File: src/rtl/alu_seq.sv
// alu_seq: multi-cycle ALU with a START/BUSY/DONE handshake.
// Shifts and rotates advance one bit per cycle; MUL is LSB-first shift-add.
module alu_seq #(
    parameter int unsigned WIDTH = 8,
    parameter int unsigned OPW   = 4,
    parameter int unsigned CNTW  = $clog2(WIDTH) + 1
) (
    input  logic             CLK,
    input  logic             RESET,
    input  logic             START,
    input  logic [OPW-1:0]   ALU_OP,
    input  logic [WIDTH-1:0] DATA1,
    input  logic [WIDTH-1:0] DATA2,
    output logic [WIDTH-1:0] RESULT,
    output logic             ZERO,
    output logic             BUSY,
    output logic             DONE,
    output logic             ILLEGAL
);

    localparam int unsigned LOGW = $clog2(WIDTH);

    localparam logic [OPW-1:0] OP_FWD  = OPW'(0);
    localparam logic [OPW-1:0] OP_ADD  = OPW'(1);
    localparam logic [OPW-1:0] OP_AND  = OPW'(2);
    localparam logic [OPW-1:0] OP_OR   = OPW'(3);
    localparam logic [OPW-1:0] OP_JUMP = OPW'(4);
    localparam logic [OPW-1:0] OP_BEQ  = OPW'(5);
    localparam logic [OPW-1:0] OP_MOV  = OPW'(6);
    localparam logic [OPW-1:0] OP_SUB  = OPW'(7);
    localparam logic [OPW-1:0] OP_MUL  = OPW'(8);
    localparam logic [OPW-1:0] OP_SLL  = OPW'(9);
    localparam logic [OPW-1:0] OP_SRL  = OPW'(10);
    localparam logic [OPW-1:0] OP_SRA  = OPW'(11);
    localparam logic [OPW-1:0] OP_ROR  = OPW'(12);

    typedef enum logic {
        ST_IDLE = 1'b0,
        ST_EXEC = 1'b1
    } state_t;

    state_t           r_state;
    state_t           w_state_nxt;
    logic [OPW-1:0]   r_op;
    logic [OPW-1:0]   w_op_nxt;
    logic [WIDTH-1:0] r_d1;
    logic [WIDTH-1:0] w_d1_nxt;
    logic [WIDTH-1:0] r_d2;
    logic [WIDTH-1:0] w_d2_nxt;
    logic [WIDTH-1:0] r_acc;
    logic [WIDTH-1:0] w_acc_nxt;
    logic [CNTW-1:0]  r_cnt;
    logic [CNTW-1:0]  w_cnt_nxt;
    logic             r_noshift;
    logic             w_noshift_nxt;
    logic [WIDTH-1:0] r_result;
    logic [WIDTH-1:0] w_result_nxt;
    logic             r_zero;
    logic             w_zero_nxt;
    logic             r_busy;
    logic             w_busy_nxt;
    logic             r_done;
    logic             w_done_nxt;
    logic             r_illegal;
    logic             w_illegal_nxt;

    logic [CNTW-1:0]  w_amt;
    logic [CNTW-1:0]  w_lat;
    logic [WIDTH-1:0] w_step;
    logic [WIDTH-1:0] w_mac;
    logic [WIDTH-1:0] w_diff;

    // Effective shift amount and iteration count, decoded from the live inputs at accept
    always_comb begin
        w_amt = '0;
        if (ALU_OP == OP_SLL || ALU_OP == OP_SRL || ALU_OP == OP_SRA) begin
            w_amt = (DATA2 >= WIDTH'(WIDTH)) ? CNTW'(WIDTH) : CNTW'(DATA2);
        end else if (ALU_OP == OP_ROR) begin
            w_amt = CNTW'(DATA2[LOGW-1:0]);
        end
        w_lat = CNTW'(1);
        if (ALU_OP == OP_MUL) begin
            w_lat = CNTW'(WIDTH);
        end else if (w_amt != '0) begin
            w_lat = w_amt;
        end
    end

    // One iteration of the shifter and the multiply accumulator
    always_comb begin
        w_diff = r_d1 - r_d2;
        w_mac  = r_acc + (r_d2[0] ? r_d1 : '0);
        w_step = r_d1;
        if (!r_noshift) begin
            case (r_op)
                OP_SLL:  w_step = {r_d1[WIDTH-2:0], 1'b0};
                OP_SRL:  w_step = {1'b0, r_d1[WIDTH-1:1]};
                OP_SRA:  w_step = {r_d1[WIDTH-1], r_d1[WIDTH-1:1]};
                OP_ROR:  w_step = {r_d1[0], r_d1[WIDTH-1:1]};
                default: w_step = r_d1;
            endcase
        end
    end

    // Next-state and output logic
    always_comb begin
        w_state_nxt   = r_state;
        w_op_nxt      = r_op;
        w_d1_nxt      = r_d1;
        w_d2_nxt      = r_d2;
        w_acc_nxt     = r_acc;
        w_cnt_nxt     = r_cnt;
        w_noshift_nxt = r_noshift;
        w_result_nxt  = r_result;
        w_zero_nxt    = r_zero;
        w_busy_nxt    = r_busy;
        w_done_nxt    = 1'b0;
        w_illegal_nxt = 1'b0;

        unique case (r_state)
            ST_IDLE: begin
                if (START) begin
                    w_state_nxt   = ST_EXEC;
                    w_busy_nxt    = 1'b1;
                    w_op_nxt      = ALU_OP;
                    w_d1_nxt      = DATA1;
                    w_d2_nxt      = DATA2;
                    w_acc_nxt     = '0;
                    w_cnt_nxt     = w_lat;
                    w_noshift_nxt = (w_amt == '0);
                end
            end
            ST_EXEC: begin
                w_cnt_nxt = r_cnt - CNTW'(1);
                if (r_op == OP_MUL) begin
                    w_acc_nxt = w_mac;
                    w_d1_nxt  = {r_d1[WIDTH-2:0], 1'b0};
                    w_d2_nxt  = {1'b0, r_d2[WIDTH-1:1]};
                end else begin
                    w_d1_nxt = w_step;
                end
                if (r_cnt == CNTW'(1)) begin
                    w_state_nxt = ST_IDLE;
                    w_busy_nxt  = 1'b0;
                    w_done_nxt  = 1'b1;
                    w_zero_nxt  = 1'b0;
                    case (r_op)
                        OP_FWD, OP_MOV: w_result_nxt = r_d1;
                        OP_ADD:         w_result_nxt = r_d1 + r_d2;
                        OP_AND:         w_result_nxt = r_d1 & r_d2;
                        OP_OR:          w_result_nxt = r_d1 | r_d2;
                        OP_JUMP:        w_zero_nxt   = 1'b1;
                        OP_BEQ: begin
                            w_result_nxt = w_diff;
                            w_zero_nxt   = (w_diff == '0);
                        end
                        OP_SUB:         w_result_nxt = w_diff;
                        OP_MUL:         w_result_nxt = w_mac;
                        OP_SLL, OP_SRL, OP_SRA, OP_ROR: w_result_nxt = w_step;
                        default: begin
                            w_result_nxt  = '0;
                            w_illegal_nxt = 1'b1;
                        end
                    endcase
                end
            end
        endcase
    end

    always_ff @(posedge CLK or negedge RESET) begin
        if (!RESET) begin
            r_state   <= ST_IDLE;
            r_op      <= '0;
            r_d1      <= '0;
            r_d2      <= '0;
            r_acc     <= '0;
            r_cnt     <= '0;
            r_noshift <= 1'b0;
            r_result  <= '0;
            r_zero    <= 1'b0;
            r_busy    <= 1'b0;
            r_done    <= 1'b0;
            r_illegal <= 1'b0;
        end else begin
            r_state   <= w_state_nxt;
            r_op      <= w_op_nxt;
            r_d1      <= w_d1_nxt;
            r_d2      <= w_d2_nxt;
            r_acc     <= w_acc_nxt;
            r_cnt     <= w_cnt_nxt;
            r_noshift <= w_noshift_nxt;
            r_result  <= w_result_nxt;
            r_zero    <= w_zero_nxt;
            r_busy    <= w_busy_nxt;
            r_done    <= w_done_nxt;
            r_illegal <= w_illegal_nxt;
        end
    end

    assign RESULT  = r_result;
    assign ZERO    = r_zero;
    assign BUSY    = r_busy;
    assign DONE    = r_done;
    assign ILLEGAL = r_illegal;

endmodule

File: config.mk
export PLATFORM = sky130hd
export DESIGN_NAME = alu_seq
export DESIGN_NICKNAME = d
export VERILOG_FILES = /design/src/rtl/alu_seq.sv
export SDC_FILE = /design/constraint.sdc
export NUM_CORES = 1
export LEC_CHECK = 0
export ABC_AREA = 1
export CAP_MARGIN = 5
export CORE_AREA = 8 8 117 97
export DETAILED_ROUTE_END_ITERATION = 12
export DIE_AREA = 0 0 125 105
export PLACE_DENSITY = 0.71
export SYNTH_ARGS = -nofsm -noshare
export SYNTH_HDL_FRONTEND = slang
export SYNTH_SLANG_ARGS = --single-unit
File: constraint.sdc
create_clock -name CLK -period 2.8 [get_ports CLK]
set_input_delay 0.42 -clock CLK [delete_from_list [all_inputs] [get_ports CLK]]
set_output_delay 0.42 -clock CLK [all_outputs]
set_load 0.1 [all_outputs]
==> Flow_metrics.wiki <==
{| class="wikitable"
! Metric !! Value
|-
| Outcome || finished clean
|-
| Synth-to-Final Area Change || 15.5%
|-
| Number of cells on the critical path || 11
|-
| Number of violations of the max-capacitance limit || 0
|-
| Clock root cell || sky130_fd_sc_hd__clkbuf_16
|-
| Startpoint of the worst-slack reg-to-reg timing path || r_d1[1]
|-
| Chain of cells forming the critical path || inv_1, fa_1, inv_1, or2_2, nor2_1, nand3_1, nor2_1, nand4_1, nand2_1, nand2_1, nand2_1
|-
| CP bufs+invs || 2
|-
| Arrival time at the worst endpoint || 2.58 ns
|-
| Most common cell after layout, fill and taps aside || sky130_fd_sc_hd__nand2_1
|-
| Hold-fix buffer count after cts || 0
|-
| Critical path fanouts, max || 7
|-
| Dpl cells || 742
|-
| Gp weighted congestion || around 1.0
|-
| Critical Path Source Type || register
|-
| Drt wl/cell || 16.8 um
|-
| Predominant post-synthesis flop cell || sky130_fd_sc_hd__dfrtp_1
|-
| Count of cells along the worst register-to-register path || 11
|-
| FF+latch area || between 0.001 and 0.0015 mm2
|-
| Aggregate routed wire length || roughly 13000 um
|-
| Post-CTS Setup Repair Bufs || 0
|-
| Initial DRT Pass Iterations || 5
|-
| Synth Warn # || 0
|-
| DRT antenna net count || 0
|-
| Post-detail-place hpwl || 10100 um
|-
| Total power || 5.84 mW
|-
| Net total in the final layout || between 600 and 700
|-
| Clock tree from TritonCTS || done
|-
| Io pins || 35
|-
| Syn nets || roughly 650
|-
| Number of design rule violations left after detail routing || 0
|-
| Clock tree sinks || 46
|-
| Count of mapped cells out of synthesis || 591
|-
| Area of the die || roughly 0.013 mm2
|-
| Data required, critical path || 3.03 ns
|-
| Clock input transition at the sequential cells of the worst setup and hold paths || 0.07 ns
|-
| Slew HR || 0.487
|-
| Initial core utilization || 0.419
|-
| Fraction of registers with async set or reset after synthesis || 1.00
|-
| Total routing usage reported by global routing || 0.193
|-
| Worst hold-check slack || 0.0437 ns
|-
| Height of the chip || 105 um
|-
| Category of the most critical setup path || register to register
|-
| Delay of the slowest critical-path stage || between 0.5 and 0.6 ns
|-
| Power density of the placed cells || 1280 mW/mm2
|-
| Leakage Power || 2.42 nW
|-
| Crit path max-delay family || simple AND/OR/NAND/NOR gates
|-
| Site row count || 32
|-
| Clock Path Buffers || 2
|-
| Die width || 125 um
|-
| Cell Count, Final, Fillers Out || 750
|-
| Vias after detailed routing || 4171
|-
| Fin. max-slew vios || 0
|-
| Fmax || 425 MHz
|-
| First-pass GRT wire length || 20800 um
|-
| Via count of the first global-routing pass || 3968
|-
| Area of the mapped netlist || 0.00396 mm2
|-
| Setup repair after global routing missed its margin || no
|-
| Initial antenna violation count || 0
|-
| Cts repair resizes || 0
|-
| Number of buffers inserted during clock tree synthesis || 5
|-
| Layout cell share with drive strength beyond 1 || 0.0856
|-
| Avg Cell Area, Syn || 6.70 um2
|-
| Final setup TNS || 0 ns
|-
| Time the worst path needs with I/O delays and setup || 2.35 ns
|-
| Filler cell count in the final layout || 997
|-
| HP Class || primary input to asynchronous set/reset pin
|-
| Critical path origin || r_d1[1]
|-
| Insertion delay to the later sink of the worst-skew pair || 0.29 ns
|-
| Area of the multi-input gates || around 0.0024 mm2
|-
| Quantity of I/O buffers inserted on ports || 34
|-
| Worst path most repeated cell || sky130_fd_sc_hd__nand2_1
|-
| Measured slew at the worst slew-check pin || 0.767 ns
|-
| Initial DRC Count || 517
|-
| VDD IR-drop max || ~0.7 mV
|-
| Number of endpoints failing setup at the final stage || 0
|-
| H-tree level count || 2
|-
| Cell with the largest stage delay on the worst path || sky130_fd_sc_hd__fa_1
|-
| Endpoint kind of the worst setup timing path || register
|-
| Commonest non-fill, non-tap cells in the layout || sky130_fd_sc_hd__nand2_1 (182), sky130_fd_sc_hd__inv_1 (81), sky130_fd_sc_hd__nand3_1 (59)
|-
| Skew final || roughly 0.008 ns
|-
| Hold Fails Final Rpt || 0
|-
| Number of enable-type register cells in the synthesized netlist || 0
|-
| Antenna diode count || 0
|-
| Final critical-path share of the clock period || 0.839
|-
| Pin count of the biggest net entering global routing || 30
|-
| Yosys cell types || 39
|-
| #FFs+latches synth || 46
|-
| Total congestion overflow after global routing || 0
|-
| Share of the yosys chip area belonging to registers || 0.290
|-
| Std-Cell Core Area || around 0.0094 mm2
|-
| Drt via density || about 5.6
|}
==> area by class of cell <==
type	instances	area share
clock inverters	3	0.00465
multi-input cells	450	0.533
flip-flops and latches	46	0.252
repair buffers	43	0.0815
inverters	84	0.0689
well taps	119	0.0325
clock buffers	5	0.0273
==> power by group <==
| part | switching (mW) | internal [mW] | leakage [nW] |
|---|---|---|---|
| combinational | 2.76 | 1.21 | 1.77 |
| clock | 0.278 | 0.331 | 0.0698 |
| sequential | 0.316 | 0.952 | 0.588 |
| total | 3.35 | 2.49 | 2.42 |
==> worst paths after layout <==
kind                        endpoint  slack, ns
setup / recovery                ZERO       0.45
hold / removal               r_op[2]       0.04
setup reg to reg                ZERO       0.45
hold reg to reg            RESULT[5]       0.48
max in group asynchronous   r_acc[3]       2.03
min in group CLK           RESULT[5]       0.48
==> layer usage <==
| metal | share of wire | track usage | vias to the layer above | wire (um) |
|---|---|---|---|---|
| met4 | 0.013 | 0.0312 | 0 | 169 |
| met3 | 0.071 | 0.0315 | 21 | 888 |
| li1 | - | - | 2012 | - |
| met1 | 0.48 | 0.277 | 1967 | 6030 |
| met5 | 0 | 0 | - | 0 |
| met2 | 0.44 | 0.301 | 171 | 5500 |
==> synthesized netlist by cell type, types with 5 or more instances <==
cell | instances | area (um2)
sky130_fd_sc_hd__o221ai_1 | 5 | 43.8
sky130_fd_sc_hd__o211ai_1 | 14 | 105
sky130_fd_sc_hd__nand4_1 | 9 | 56.3
sky130_fd_sc_hd__a21oi_1 | 19 | 95.1
sky130_fd_sc_hd__ha_1 | 32 | 400
sky130_fd_sc_hd__dfrtp_1 | 46 | 1150
sky130_fd_sc_hd__inv_1 | 81 | 304
sky130_fd_sc_hd__nor3_1 | 6 | 30.0
sky130_fd_sc_hd__o21ai_0 | 33 | 165
sky130_fd_sc_hd__buf_2 | 5 | 25.0
sky130_fd_sc_hd__nand2_1 | 182 | 683
sky130_fd_sc_hd__nand3_1 | 59 | 295
sky130_fd_sc_hd__nor2_1 | 44 | 165
sky130_fd_sc_hd__nand2_2 | 5 | 31.3
==> per-stage QoR <==
stage                     utilization  setup WS [ns]  instance area, um2
after CTS                       0.484          0.483                4580
after detailed placement        0.469          0.506                4430
after floorplan                     -          0.831                3960
final                           0.484          0.450                4580
after global placement          0.469          0.523                4430
after global routing            0.484          0.264                4580
==> cells by family (layout without fill, tap and decap cells) <==
group / Yosys count / count (layout) / synth area share
AO/OA/AOI/OAI: 90 / 90 / 0.141
XOR/XNOR: 4 / 4 / 0.00884
adder cells (fa/ha/maj): 35 / 35 / 0.116
buffers and inverters: 95 / 135 / 0.0935
flip-flops: 46 / 46 / 0.290
AND/OR/NAND/NOR: 321 / 321 / 0.350
==> registers in the layout, summed over array words and instances, names as in the netlist <==
| register | cells |
|---|---|
| r_op | 4 |
| ILLEGAL | 1 |
| BUSY | 1 |
| ZERO | 1 |
| r_state | 1 |
| RESULT | 8 |
| r_noshift | 1 |
| r_d2 | 8 |
| r_cnt | 4 |
| r_d1 | 8 |
| r_acc | 8 |
| DONE | 1 |
Note: power is estimated with default switching activity, not from simulation.
